**src/rtl/hpi_txn_sched_pkg.sv**
```systemverilog
// Shared types and constants for the CY7C67200 HPI transaction scheduler.
// Holds the sequencer state encoding, HPI register selects and counter helpers.
package hpi_pkg;

  typedef enum logic [2:0] {
    IDLE,
    SETUP,
    STROBE,
    HOLD,
    RECOVER
  } hpi_state_t;

  localparam logic [1:0] HPI_REG_DATA    = 2'd0;
  localparam logic [1:0] HPI_REG_MAILBOX = 2'd1;
  localparam logic [1:0] HPI_REG_ADDR    = 2'd2;
  localparam logic [1:0] HPI_REG_STATUS  = 2'd3;

  localparam int HPI_CNT_W = 4;
  typedef logic [HPI_CNT_W-1:0] hpi_cnt_t;

  // Counter load value for a phase lasting n cycles; a zero-length phase loads 0.
  function automatic hpi_cnt_t cyc_load(input int unsigned n);
    return (n == 0) ? '0 : hpi_cnt_t'(n - 1);
  endfunction

endpackage

```
**src/rtl/hpi_txn_sched_rr_arb2.sv**
```systemverilog
// Two-input round-robin arbiter: on contention the port that did not win last time is granted.
module hpi_rr_arb2
  import hpi_pkg::*;
(
  input  logic req0,
  input  logic req1,
  input  logic enable,
  input  logic last_grant,
  output logic grant_valid,
  output logic grant_id
);

  assign grant_valid = enable & (req0 | req1);
  assign grant_id    = (req0 & req1) ? ~last_grant : req1;

endmodule

```
**src/rtl/hpi_txn_sched.sv**
```systemverilog
// Arbitrates two single-word HPI requesters and sequences the active-low
// from_sw_* strobes with programmable setup, strobe, hold and recovery timing.
module hpi_txn_sched
  import hpi_pkg::*;
#(
  parameter int unsigned SETUP_CYC   = 1,
  parameter int unsigned STROBE_CYC  = 3,
  parameter int unsigned HOLD_CYC    = 2,
  parameter int unsigned RECOVER_CYC = 2
) (
  input  logic        Clk,
  input  logic        Reset,
  input  logic        req0,
  input  logic        we0,
  input  logic [1:0]  addr0,
  input  logic [15:0] wdata0,
  output logic        done0,
  input  logic        req1,
  input  logic        we1,
  input  logic [1:0]  addr1,
  input  logic [15:0] wdata1,
  output logic        done1,
  output logic [15:0] rdata,
  output logic        busy,
  output logic [1:0]  from_sw_address,
  output logic [15:0] from_sw_data_out,
  input  logic [15:0] from_sw_data_in,
  output logic        from_sw_cs,
  output logic        from_sw_r,
  output logic        from_sw_w
);

  localparam hpi_cnt_t CNT_SETUP   = cyc_load(SETUP_CYC);
  localparam hpi_cnt_t CNT_STROBE  = cyc_load(STROBE_CYC);
  localparam hpi_cnt_t CNT_HOLD    = cyc_load(HOLD_CYC);
  localparam hpi_cnt_t CNT_RECOVER = cyc_load(RECOVER_CYC);

  hpi_state_t  state, state_nxt;
  hpi_cnt_t    cnt, cnt_nxt;
  logic        last_grant;
  logic        grant_valid;
  logic        grant_id;
  logic        gid_q;
  logic        we_q;
  logic        hold_done;
  logic [1:0]  addr_q;
  logic [15:0] wdata_q;

  hpi_rr_arb2 u_arb (
    .req0        (req0),
    .req1        (req1),
    .enable      (state == IDLE),
    .last_grant  (last_grant),
    .grant_valid (grant_valid),
    .grant_id    (grant_id)
  );

  always_comb begin
    // NOTE: every output of this block gets a default first, so no path can infer a latch.
    state_nxt = state;
    cnt_nxt   = cnt;
    hold_done = 1'b0;
    unique case (state)
      IDLE: begin
        if (grant_valid) begin
          state_nxt = SETUP;
          cnt_nxt   = CNT_SETUP;
        end
      end
      SETUP: begin
        if (cnt == '0) begin
          state_nxt = STROBE;
          cnt_nxt   = CNT_STROBE;
        end else begin
          cnt_nxt = cnt - 1'b1;
        end
      end
      STROBE: begin
        if (cnt == '0) begin
          state_nxt = HOLD;
          cnt_nxt   = CNT_HOLD;
        end else begin
          cnt_nxt = cnt - 1'b1;
        end
      end
      HOLD: begin
        if (cnt == '0) begin
          hold_done = 1'b1;
          state_nxt = (RECOVER_CYC == 0) ? IDLE : RECOVER;
          cnt_nxt   = CNT_RECOVER;
        end else begin
          cnt_nxt = cnt - 1'b1;
        end
      end
      RECOVER: begin
        if (cnt == '0) begin
          state_nxt = IDLE;
        end else begin
          cnt_nxt = cnt - 1'b1;
        end
      end
      default: state_nxt = IDLE;
    endcase
  end

  always_ff @(posedge Clk) begin
    // NOTE: state registers use non-blocking assignments so every flop samples pre-edge values.
    if (Reset) begin
      state      <= IDLE;
      cnt        <= '0;
      last_grant <= 1'b1;
      gid_q      <= 1'b0;
      we_q       <= 1'b0;
      addr_q     <= '0;
      wdata_q    <= '0;
      rdata      <= '0;
      done0      <= 1'b0;
      done1      <= 1'b0;
    end else begin
      state <= state_nxt;
      cnt   <= cnt_nxt;
      done0 <= hold_done & ~gid_q;
      done1 <= hold_done & gid_q;
      if (grant_valid) begin
        last_grant <= grant_id;
        gid_q      <= grant_id;
        we_q       <= grant_id ? we1    : we0;
        addr_q     <= grant_id ? addr1  : addr0;
        wdata_q    <= grant_id ? wdata1 : wdata0;
      end
      // The I/O interface data path is two registers deep; the last HOLD cycle sees it settled.
      if (hold_done && !we_q) begin
        rdata <= from_sw_data_in;
      end
    end
  end

  assign busy             = (state != IDLE);
  assign from_sw_cs       = !(state inside {SETUP, STROBE, HOLD});
  assign from_sw_r        = !((state == STROBE) && !we_q);
  assign from_sw_w        = !((state == STROBE) && we_q);
  assign from_sw_address  = addr_q;
  assign from_sw_data_out = wdata_q;

endmodule

```
**config.mk**
```make
export PLATFORM = sky130hd
export DESIGN_NAME = hpi_txn_sched
export DESIGN_NICKNAME = d
export VERILOG_FILES = /design/src/rtl/hpi_txn_sched_pkg.sv /design/src/rtl/hpi_txn_sched_rr_arb2.sv /design/src/rtl/hpi_txn_sched.sv
export SDC_FILE = /design/constraint.sdc
export NUM_CORES = 1
export LEC_CHECK = 0
export ABC_AREA = 1
export ABC_CLOCK_PERIOD_IN_PS = 3900
export CAP_MARGIN = 20
export CELL_PAD_IN_SITES_DETAIL_PLACEMENT = 0
export CELL_PAD_IN_SITES_GLOBAL_PLACEMENT = 1
export CORE_ASPECT_RATIO = 0.9
export CORE_MARGIN = 10
export CORE_UTILIZATION = 30
export DETAILED_ROUTE_END_ITERATION = 6
export PLACE_DENSITY = 0.95
export SYNTH_ARGS = -nofsm -noshare
export SYNTH_HDL_FRONTEND = slang
export SYNTH_SLANG_ARGS = --single-unit
```
**constraint.sdc**
```tcl
create_clock -name Clk -period 3.9 [get_ports Clk]
set_input_delay 0.585 -clock Clk [delete_from_list [all_inputs] [get_ports Clk]]
set_output_delay 0.585 -clock Clk [all_outputs]
set_load 0.01 [all_outputs]
```
# Word-level counts from Yosys, hierarchy flattened

Index checks and enable logic that the tools add are counted.

Word-level logic and storage cells: 60
Output and inout bits: 40
Bits of input ports: 58
Register bits after elaboration: 46

$add $sub $neg: 1
Reductions and logical operators: 15
Eq/ne operators: 10
Bitwise operators: 7
Mux-type cells: 17

Operators by type and width:

| cell                                              | number |
|---|---|
| 2-to-1 mux 16 bit                                 | 1 |
| 2-to-1 mux 4 bit                                  | 4 |
| case mux 4 bit (4 select lines)                   | 1 |
| 2-to-1 mux 3 bit                                  | 5 |
| case mux 3 bit (5 select lines)                   | 1 |
| != test 2 bit (second input constant)             | 6 |
| == test 3 x 2 -> 1 bit (second input constant)    | 2 |
| nonzero test 3 bit                                | 2 |
| AND reduction 5 bit                               | 1 |
| bitwise AND 1 bit                                 | 4 |
| logical NOT 1 bit                                 | 4 |
| logical NOT 4 bit                                 | 1 |
| 2-to-1 mux 1 bit                                  | 4 |
| nonzero test 4 bit                                | 1 |
| subtractor 4 x 1 -> 4 bit (second input constant) | 1 |
| == test 3 x 1 -> 1 bit (second input constant)    | 1 |
| == test 3 bit (second input constant)             | 1 |
| logical AND 1 bit                                 | 3 |
| logical NOT 3 bit                                 | 1 |
| AND reduction 3 bit                               | 1 |
| 2-to-1 mux 2 bit                                  | 1 |
| NOT 1 bit                                         | 2 |
| OR reduction 2 bit                                | 1 |
| bitwise OR 1 bit                                  | 1 |

# Logic depth before layout (Yosys ltp)

Gate-level depths: netlist (run 1).

Word-level depth: 4
Gate-level depth with buffers: 9
Depth with buffers taken out: 9

# Modules after synthesis

Synthesis (run 1) repeated with hierarchy kept, for this count alone.

Cell total of the unflattened synthesis: 304
Area, all modules: 2145.8 um2

Modules (own cells, without submodules):

| module        | times used | cells an instance | area each (um2) | sequential area each (um2) |
|---|---|---|---|---|
| hpi_txn_sched | 1          | 299               | 2122.0          | 920.9 |
| hpi_rr_arb2   | 1          | 5                 | 23.8            | 0.0 |

# Worst setup path after synthesis (run 1)

No wires, ideal clock.

Path type: reg-to-output
Start point: register we_q
End point: output from_sw_r
Path slack: 2.457 ns
Path buffers: 1
Data required time: 3.315 ns
Arrival time: 0.858 ns
Cell stages (with the launch flop): 4
Path through: dfxtp_1 -> clkinv_1 -> buf_2 -> nand2_1

Cells in the longest elaborated chain, start to end: 3

RTL lines:

| element                | line                 | RTL |
|---|---|---|
| start, declared        | hpi_txn_sched.sv:44  | `logic we_q;` |
| start signal, assigned | hpi_txn_sched.sv:127 | `we_q <= grant_id ? we1 : we0;` |
| logical NOT 1 bit      | hpi_txn_sched.sv:140 | `assign from_sw_r = !((state == STROBE) && !we_q);` |
| logical AND 1 bit      | hpi_txn_sched.sv:140 |  |
| logical NOT 1 bit      | hpi_txn_sched.sv:140 |  |
| end, declared          | hpi_txn_sched.sv:29  | `output logic from_sw_r,` |

Every way passes these cells.

# Final worst setup path (run 1)

Ends and elaborated chain as after synthesis.

==> summary.md, run 1 <==
| Metric | Value |
|---|---|
| Result of the run | `finished clean` |
| Top post-synthesis cells by area | `sky130_fd_sc_hd__dfxtp_1 45%, sky130_fd_sc_hd__a21oi_1 15%, sky130_fd_sc_hd__nand2_1 13%` |
| Crit path max fanout | `18` |
| Portion of synthesized cell area occupied by the leading cell type | `45.0%` |
| Via count | `2165` |
| Initial core utilization | `30.9%` |
| Vias in the first global route | `2175` |
| Global-route usage over all layers | `12.1%` |
| Fin crit share | `63.0%` |
| Number of cells on the worst reg-to-reg path | `6` |
| Normalized max-slew margin | `55.3%` |
| Setup TNS after final layout | `0 ns` |
| Area of the die | `between 10000 and 15000 um^2` |
| Cell depth of the worst min-delay path | `1` |
| Wire length per cell after detailed routing | `around 14 um` |
| Final min period | `2.46 ns` |
| Worst skew pair latency | `0.30 ns` |
| Die H | `98.4 um` |
| Seq/Total Area, Yosys | `45.0%` |
| Mean number of vias per cell | `4.72` |
| First-pass GRT wire length | `10700 um` |
| Final weighted congestion in routability-driven placement | `0.815` |
| Data arrival time of the critical path | `between 1.5 and 2 ns` |
| Hold-fix buffer count after cts | `0` |
| Cts bufs inserted | `5` |
| Count of buffers added by post-CTS timing repair for setup | `0` |
| First-iteration detailed-routing DRC count | `122` |
| Leakage dissipation | `0.00119 uW` |
| Count of nets after finishing | `427` |
| Antenna violations before repair | `0` |
| Post-CTS clock slew at the launch and capture registers of the worst setup and hold paths | `0.09 ns` |
| DRC Markers | `0` |
| Cell Area, Synth | `2050 um^2` |
| Post-CTS Resized | `0` |
| Post-route clock skew | `slightly above 0.005 ns` |
| Post-Route WL | `6570 um` |
| Cell Rows | `28` |
| Die boundary width | `107 um` |
| Number of detailed-route iterations in the first pass | `4` |
| Type of the worst setup path | `flop to output pin` |
| Achievable frequency | `just over 400 MHz` |
| Max-cap violations | `0` |
| Leading area contributor after synthesis | `sky130_fd_sc_hd__dfxtp_1` |
| GRT overflow | `0` |
| Root buffer selected by CTS | `sky130_fd_sc_hd__clkbuf_8` |
| Worst supply voltage drop on vdd | `297 uV` |
| Share of layout cells above drive strength 1 | `between 5 and 6%` |
| Boundary pin count | `98` |
| Number of pins with negative max-slew slack in the final report | `0` |
| Cells after synthesis | `around 280` |
| Port-buffer cells | `97` |
| Post-DRT Antenna Nets | `0` |
| Number of synthesized register bits | `46` |
| Endpoints failing hold | `0` |
| Cell Count Post-Placement | `451` |
| Number of warnings issued by yosys | `0` |
| Post-route worst hold slack | `roughly 0.45 ns` |
| Total power divided by cell area | `656 nW/um^2` |
| Syn avg cell area | `7.39 um^2` |
| Synth unique cells | `29` |
| Pin count of the biggest net entering global routing | `25` |
| Largest buffer count on any clock path | `2` |
| Worst Max-Slew Pin Slew | `about 0.67 ns` |
| Number of clock sinks | `46` |
| Net count after synthesis | `336` |
| Crit path required time | `3.31 ns` |
| Core Box Area | `6620 um^2` |
| Min-Delay Path Class | `flop to flop` |
| TritonCTS clock tree | `done` |
| Layout overhead on the synthesized area | `54.0%` |
| Critical path capture point type | `output pin` |
| Detailed placement HPWL | `4970 um` |
| H-tree levels | `2` |
| Cell Count, Final, Fillers Out | `between 400 and 500` |
| Number of diodes | `0` |
| Unrepaired setup endpoints after global routing | `no` |
| Setup Viol. Count Final | `0` |
| Kind of launch point of the worst setup path | `flop` |
## report_power, final
| part | switching [uW] | leakage [uW] | internal [uW] | total, uW |
|---|---|---|---|---|
| clock | 170 | 0.0000585 | 192 | 363 |
| sequential | 87.3 | 0.000377 | 603 | 690 |
| combinational | 580 | 0.000759 | 437 | 1020 |
| total | 838 | 0.00119 | 1230 | 2070 |
## synthesized netlist by cell type
cell	instances
sky130_fd_sc_hd__nand2_1	72
sky130_fd_sc_hd__a21oi_1	63
sky130_fd_sc_hd__dfxtp_1	46
sky130_fd_sc_hd__nand3_1	22
sky130_fd_sc_hd__o21ai_0	16
sky130_fd_sc_hd__inv_1	13
sky130_fd_sc_hd__nor2_1	7
sky130_fd_sc_hd__clkbuf_1	5
sky130_fd_sc_hd__buf_2	4
sky130_fd_sc_hd__o21ai_1	4
sky130_fd_sc_hd__buf_6	3
sky130_fd_sc_hd__nand2_2	3
sky130_fd_sc_hd__inv_2	2
sky130_fd_sc_hd__nor3_1	2
sky130_fd_sc_hd__and3_1	1
sky130_fd_sc_hd__buf_12	1
sky130_fd_sc_hd__buf_4	1
sky130_fd_sc_hd__clkbuf_2	1
sky130_fd_sc_hd__clkinv_1	1
sky130_fd_sc_hd__ha_1	1
sky130_fd_sc_hd__nand2_4	1
sky130_fd_sc_hd__nand3_2	1
sky130_fd_sc_hd__nand3b_1	1
sky130_fd_sc_hd__nor2_2	1
sky130_fd_sc_hd__nor2_4	1
sky130_fd_sc_hd__nor2_8	1
sky130_fd_sc_hd__nor3_2	1
sky130_fd_sc_hd__o211ai_1	1
sky130_fd_sc_hd__xor2_1	1
## worst max-delay path: stages (launching register included)
cell and delay (ns):
sky130_fd_sc_hd__dfxtp_1 0.36, sky130_fd_sc_hd__clkinv_1 0.44, sky130_fd_sc_hd__nand2_1 0.21, sky130_fd_sc_hd__clkdlybuf4s50_1 0.57
## layout by cell type, fill, tap and decap left out
cell type and count:
sky130_fd_sc_hd__clkdlybuf4s50_1 97, sky130_fd_sc_hd__nand2_1 72, sky130_fd_sc_hd__a21oi_1 63, sky130_fd_sc_hd__dfxtp_1 46
sky130_fd_sc_hd__nand3_1 22, sky130_fd_sc_hd__o21ai_0 16, sky130_fd_sc_hd__inv_1 13, sky130_fd_sc_hd__nor2_1 7
sky130_fd_sc_hd__clkbuf_8 5, sky130_fd_sc_hd__o21ai_1 4, sky130_fd_sc_hd__nand2_2 3, sky130_fd_sc_hd__inv_2 2
sky130_fd_sc_hd__nor3_1 2, sky130_fd_sc_hd__buf_4 2, sky130_fd_sc_hd__clkinv_1 1, sky130_fd_sc_hd__nor2_2 1
sky130_fd_sc_hd__nand3b_1 1, sky130_fd_sc_hd__nand3_2 1, sky130_fd_sc_hd__nor2_8 1, sky130_fd_sc_hd__nor3_2 1
sky130_fd_sc_hd__and3_1 1, sky130_fd_sc_hd__nand2_4 1, sky130_fd_sc_hd__xor2_1 1, sky130_fd_sc_hd__nor2_4 1
sky130_fd_sc_hd__o211ai_1 1, sky130_fd_sc_hd__ha_1 1, sky130_fd_sc_hd__clkinv_2 1, sky130_fd_sc_hd__inv_6 1
sky130_fd_sc_hd__bufinv_16 1
## registers in the layout, summed over array words and instances (netlist names)
signal / flops
from_sw_data_out: 16
rdata: 16
cnt: 4
state: 3
from_sw_address: 2
done0: 1
done1: 1
gid_q: 1
last_grant: 1
we_q: 1
## metal layers
| layer | track usage [%] | part of all wire (%) | vias up |
|---|---|---|---|
| li1 | - | - | 1102 |
| met1 | 13.3 | 40 | 989 |
| met2 | 20.6 | 49 | 65 |
| met3 | 5.32 | 9.3 | 9 |
| met4 | 3.43 | 1.5 | 0 |
| met5 | 0 | 0 | - |
## logic make-up (layout without fill, tap and decap cells)
logic type / Yosys count / after routing / synth area share (%)
AO/OA/AOI/OAI: 84 / 84 / 20.6
XOR/XNOR: 1 / 1 / 0.428
adder cells (fa/ha/maj): 1 / 1 / 0.611
buffers and inverters: 31 / 123 / 8.06
flip-flops: 46 / 46 / 45.0
AND/OR/NAND/NOR: 114 / 114 / 25.3
## final timing paths
path	from	end	slack [ns]
worst max-delay path	we_q	from_sw_r	1.44
worst max register to register	state[1]	from_sw_data_out[7]	2.03
worst min register to register	gid_q	done0	0.45
worst min-delay path	gid_q	done0	0.45
## final cells by class
class,instances,area [um^2]
tap,90,113
sequential,46,921
clock buffer,5,68.8
multi-input combinational,200,962
inverter,16,60.1
clock inverter,3,43.8
timing repair buffer,99,986
fill,638,3470
## stage by stage
stage | setup WS [ns] | util (%) | cell area, um^2 | total power, uW
floorplan | 2.46 | - | 2050 | 1350
global placement | 1.53 | 45.9 | 3040 | 1710
detailed placement | 1.47 | 45.9 | 3040 | 1720
CTS | 1.41 | 47.6 | 3150 | 2080
global route | 1.32 | 47.6 | 3150 | 2250
finish | 1.44 | 47.6 | 3150 | 2070
No activity file was read; power rests on OpenSTA's default activity.
==> run 2: changes to the inputs <==
ABC_CLOCK_PERIOD_IN_PS = 2000   (was 3900)
CORE_UTILIZATION = 25   (was 30)
PLACE_DENSITY = 0.87   (was 0.95)
clock period = 2 ns   (was 3.9 ns; I/O delays follow)
==> run 2 against run 1 <==
Design area is 1.3% higher. Via count is 0.32% lower. Hold slack better by 0.0047 ns. Core utilization is 7.8 points lower. Highest routed layer unchanged.
==> summary.md, run 2 (synthesized netlist as in run 1, its figures left out) <==
| Metric | Value |
|---|---|
| Vias in the first global route | `~2200` |
| TritonCTS clock tree | `done` |
| Post-route clock skew | `0.00457 ns` |
| Data arrival time of the critical path | `1.60 ns` |
| Mean number of vias per cell | `4.57` |
| Port-buffer cells | `97` |
| Cts bufs inserted | `5` |
| Number of pins with negative max-slew slack in the final report | `0` |
| Global-route usage over all layers | `10.8%` |
| Unrepaired setup endpoints after global routing | `no` |
| Internal cell power | `about 2400 uW` |
| Antenna violations before repair | `0` |
| Leakage dissipation | `roughly 0.0012 uW` |
| Worst Max-Slew Pin Slew | `0.604 ns` |
| Cell depth of the worst min-delay path | `1` |
| Sequential Power Share | `between 30% and 40%` |
| Normalized max-slew margin | `59.7%` |
| Area of the die | `12200 um^2` |
| Most common library cell in the layout ignoring fill and taps | `sky130_fd_sc_hd__clkdlybuf4s50_1` |
| Post-Route WL | `6720 um` |
| Final weighted congestion in routability-driven placement | `~0.83` |
| Die boundary width | `115 um` |
| Min-Delay Path Class | `flop to flop` |
| Net switching component of the power | `1650 uW` |
| Crit path required time | `1.70 ns` |
| Clock power share | `17.4%` |
| Layout overhead on the synthesized area | `56.0%` |
| Type of the worst setup path | `flop to output pin` |
| Number of clock sinks | `46` |
| Core Box Area | `8030 um^2` |
| Switching fraction of total power | `40.4%` |
| Post-CTS Resized | `0` |
| Largest buffer count on any clock path | `2` |
| First-iteration detailed-routing DRC count | `107` |
| Root buffer selected by CTS | `sky130_fd_sc_hd__clkbuf_8` |
| Count of buffers added by post-CTS timing repair for setup | `0` |
| Setup slack of the critical path after layout | `0.103 ns` |
| DP Worst Slack | `0.0987 ns` |
| Share of power burned in combinational logic | `49.7%` |
| Pin count of the biggest net entering global routing | `24` |
| Hold-fix buffer count after cts | `0` |
| Crit path max fanout | `6` |
| Via count | `2158` |
| Detailed placement HPWL | `5190 um` |
| Number of cells on the worst reg-to-reg path | `7` |
| Boundary pin count | `98` |
| Achievable frequency | `527 MHz` |
| Fillers | `824` |
| Worst skew pair latency | `0.30 ns` |
| Count of nets after finishing | `431` |
| Destination of the worst register-to-register timing path | `from_sw_data_out[1]` |
| Setup slack on the worst flop-to-flop path | `0.37 ns` |
| Cell Rows | `31` |
| Post-CTS clock slew at the launch and capture registers of the worst setup and hold paths | `approximately 0.090 ns` |
| Worst supply voltage drop on vdd | `453 uV` |
| First-pass GRT wire length | `around 11000 um` |
| DRC Markers | `0` |
| Number of diodes | `0` |
| Number of detailed-route iterations in the first pass | `4` |
| Post-route worst hold slack | `0.457 ns` |
| H-tree levels | `2` |
| Final min period | `1.90 ns` |
| Fin crit share | `94.8%` |
| Endpoints failing hold | `0` |
| Kind of launch point of the worst setup path | `flop` |
| Initial core utilization | `between 20% and 30%` |
| Setup TNS after final layout | `0 ns` |
| Die H | `about 110 um` |
| Worst min-delay path startpoint | `gid_q` |
| Setup Viol. Count Final | `0` |
| Share of layout cells above drive strength 1 | `6.70%` |
| Post-DRT Antenna Nets | `0` |
| Result of the run | `finished clean` |
| Critical path capture point type | `output pin` |
| Worst R2R Start | `state[1]` |
| Total power divided by cell area | `between 1000 and 1500 nW/um^2` |
| Min-Delay Endpoint | `done0` |
| Most frequent cells in the layout | `97 x sky130_fd_sc_hd__clkdlybuf4s50_1, 72 x sky130_fd_sc_hd__nand2_1, 63 x sky130_fd_sc_hd__a21oi_1` |
| Wire length per cell after detailed routing | `roughly 14 um` |
| GRT overflow | `0` |
| Max-cap violations | `0` |
[run 2: power groups by stage]
| stage | Sequential [uW] | Clock (uW) | Combinational (uW) |
|---|---|---|---|
| global placement | 1370 | 0 | 2030 |
| CTS | 1350 | 743 | 2060 |
| global route | 1380 | 782 | 2310 |
| floorplan | 1420 | 0 | 1220 |
| detailed placement | 1360 | 0 | 2060 |
| finish | 1350 | 715 | 2040 |
[run 2: worst max path at each step]
| stage | start | endpoint | cells past startpoint |
|---|---|---|---|
| 6_report | state[2] | from_sw_w | 5 |
| 2_1_floorplan | cnt[0] | rdata[0] | 8 |
| 3_5_place_dp | req0 | from_sw_data_out[9] | 7 |
| 4_1_cts | state[2] | from_sw_r | 5 |
| 5_1_grt | state[1] | from_sw_cs | 4 |
| 3_3_place_gp | req1 | from_sw_data_out[1] | 7 |
[run 2: metrics by stage]
stage / utilization, % / power (uW) / cell area (um^2) / std cells
after CTS: 39.8 / 4160 / 3200 / 472
after detailed placement: 38.4 / 3420 / 3080 / 464
after global routing: 39.8 / 4480 / 3200 / 472
after global placement: 38.4 / 3400 / 3080 / 464
after floorplan: - / 2640 / 2050 / 277
final: 39.8 / 4100 / 3200 / 472
[run 2: cell type report]
type | instances | area [um^2] | share of cell area (%)
inverters | 16 | 60.1 | 1.88
multi-input cells | 200 | 962 | 30.1
flip-flops and latches | 46 | 921 | 28.8
clock buffers | 5 | 68.8 | 2.15
clock inverters | 3 | 43.8 | 1.37
repair buffers | 103 | 1020 | 31.8
well taps | 99 | 124 | 3.88
[run 2: critical path, stage by stage (launching register included)]
cell and delay (ns):
sky130_fd_sc_hd__dfxtp_1 0.45, sky130_fd_sc_hd__nor2_1 0.08, sky130_fd_sc_hd__nand2_1 0.09, sky130_fd_sc_hd__inv_1 0.07, sky130_fd_sc_hd__nand2_1 0.06, sky130_fd_sc_hd__clkdlybuf4s50_1 0.55
[run 2: routing by layer]
metal  up-vias  routed length (um)  track usage (%)
met5         -                   0                0
met4         0                  35             1.63
met3         6                 659             5.39
met2        69                3200             17.8
met1       975                2820             12.5
li1       1108                   -                -
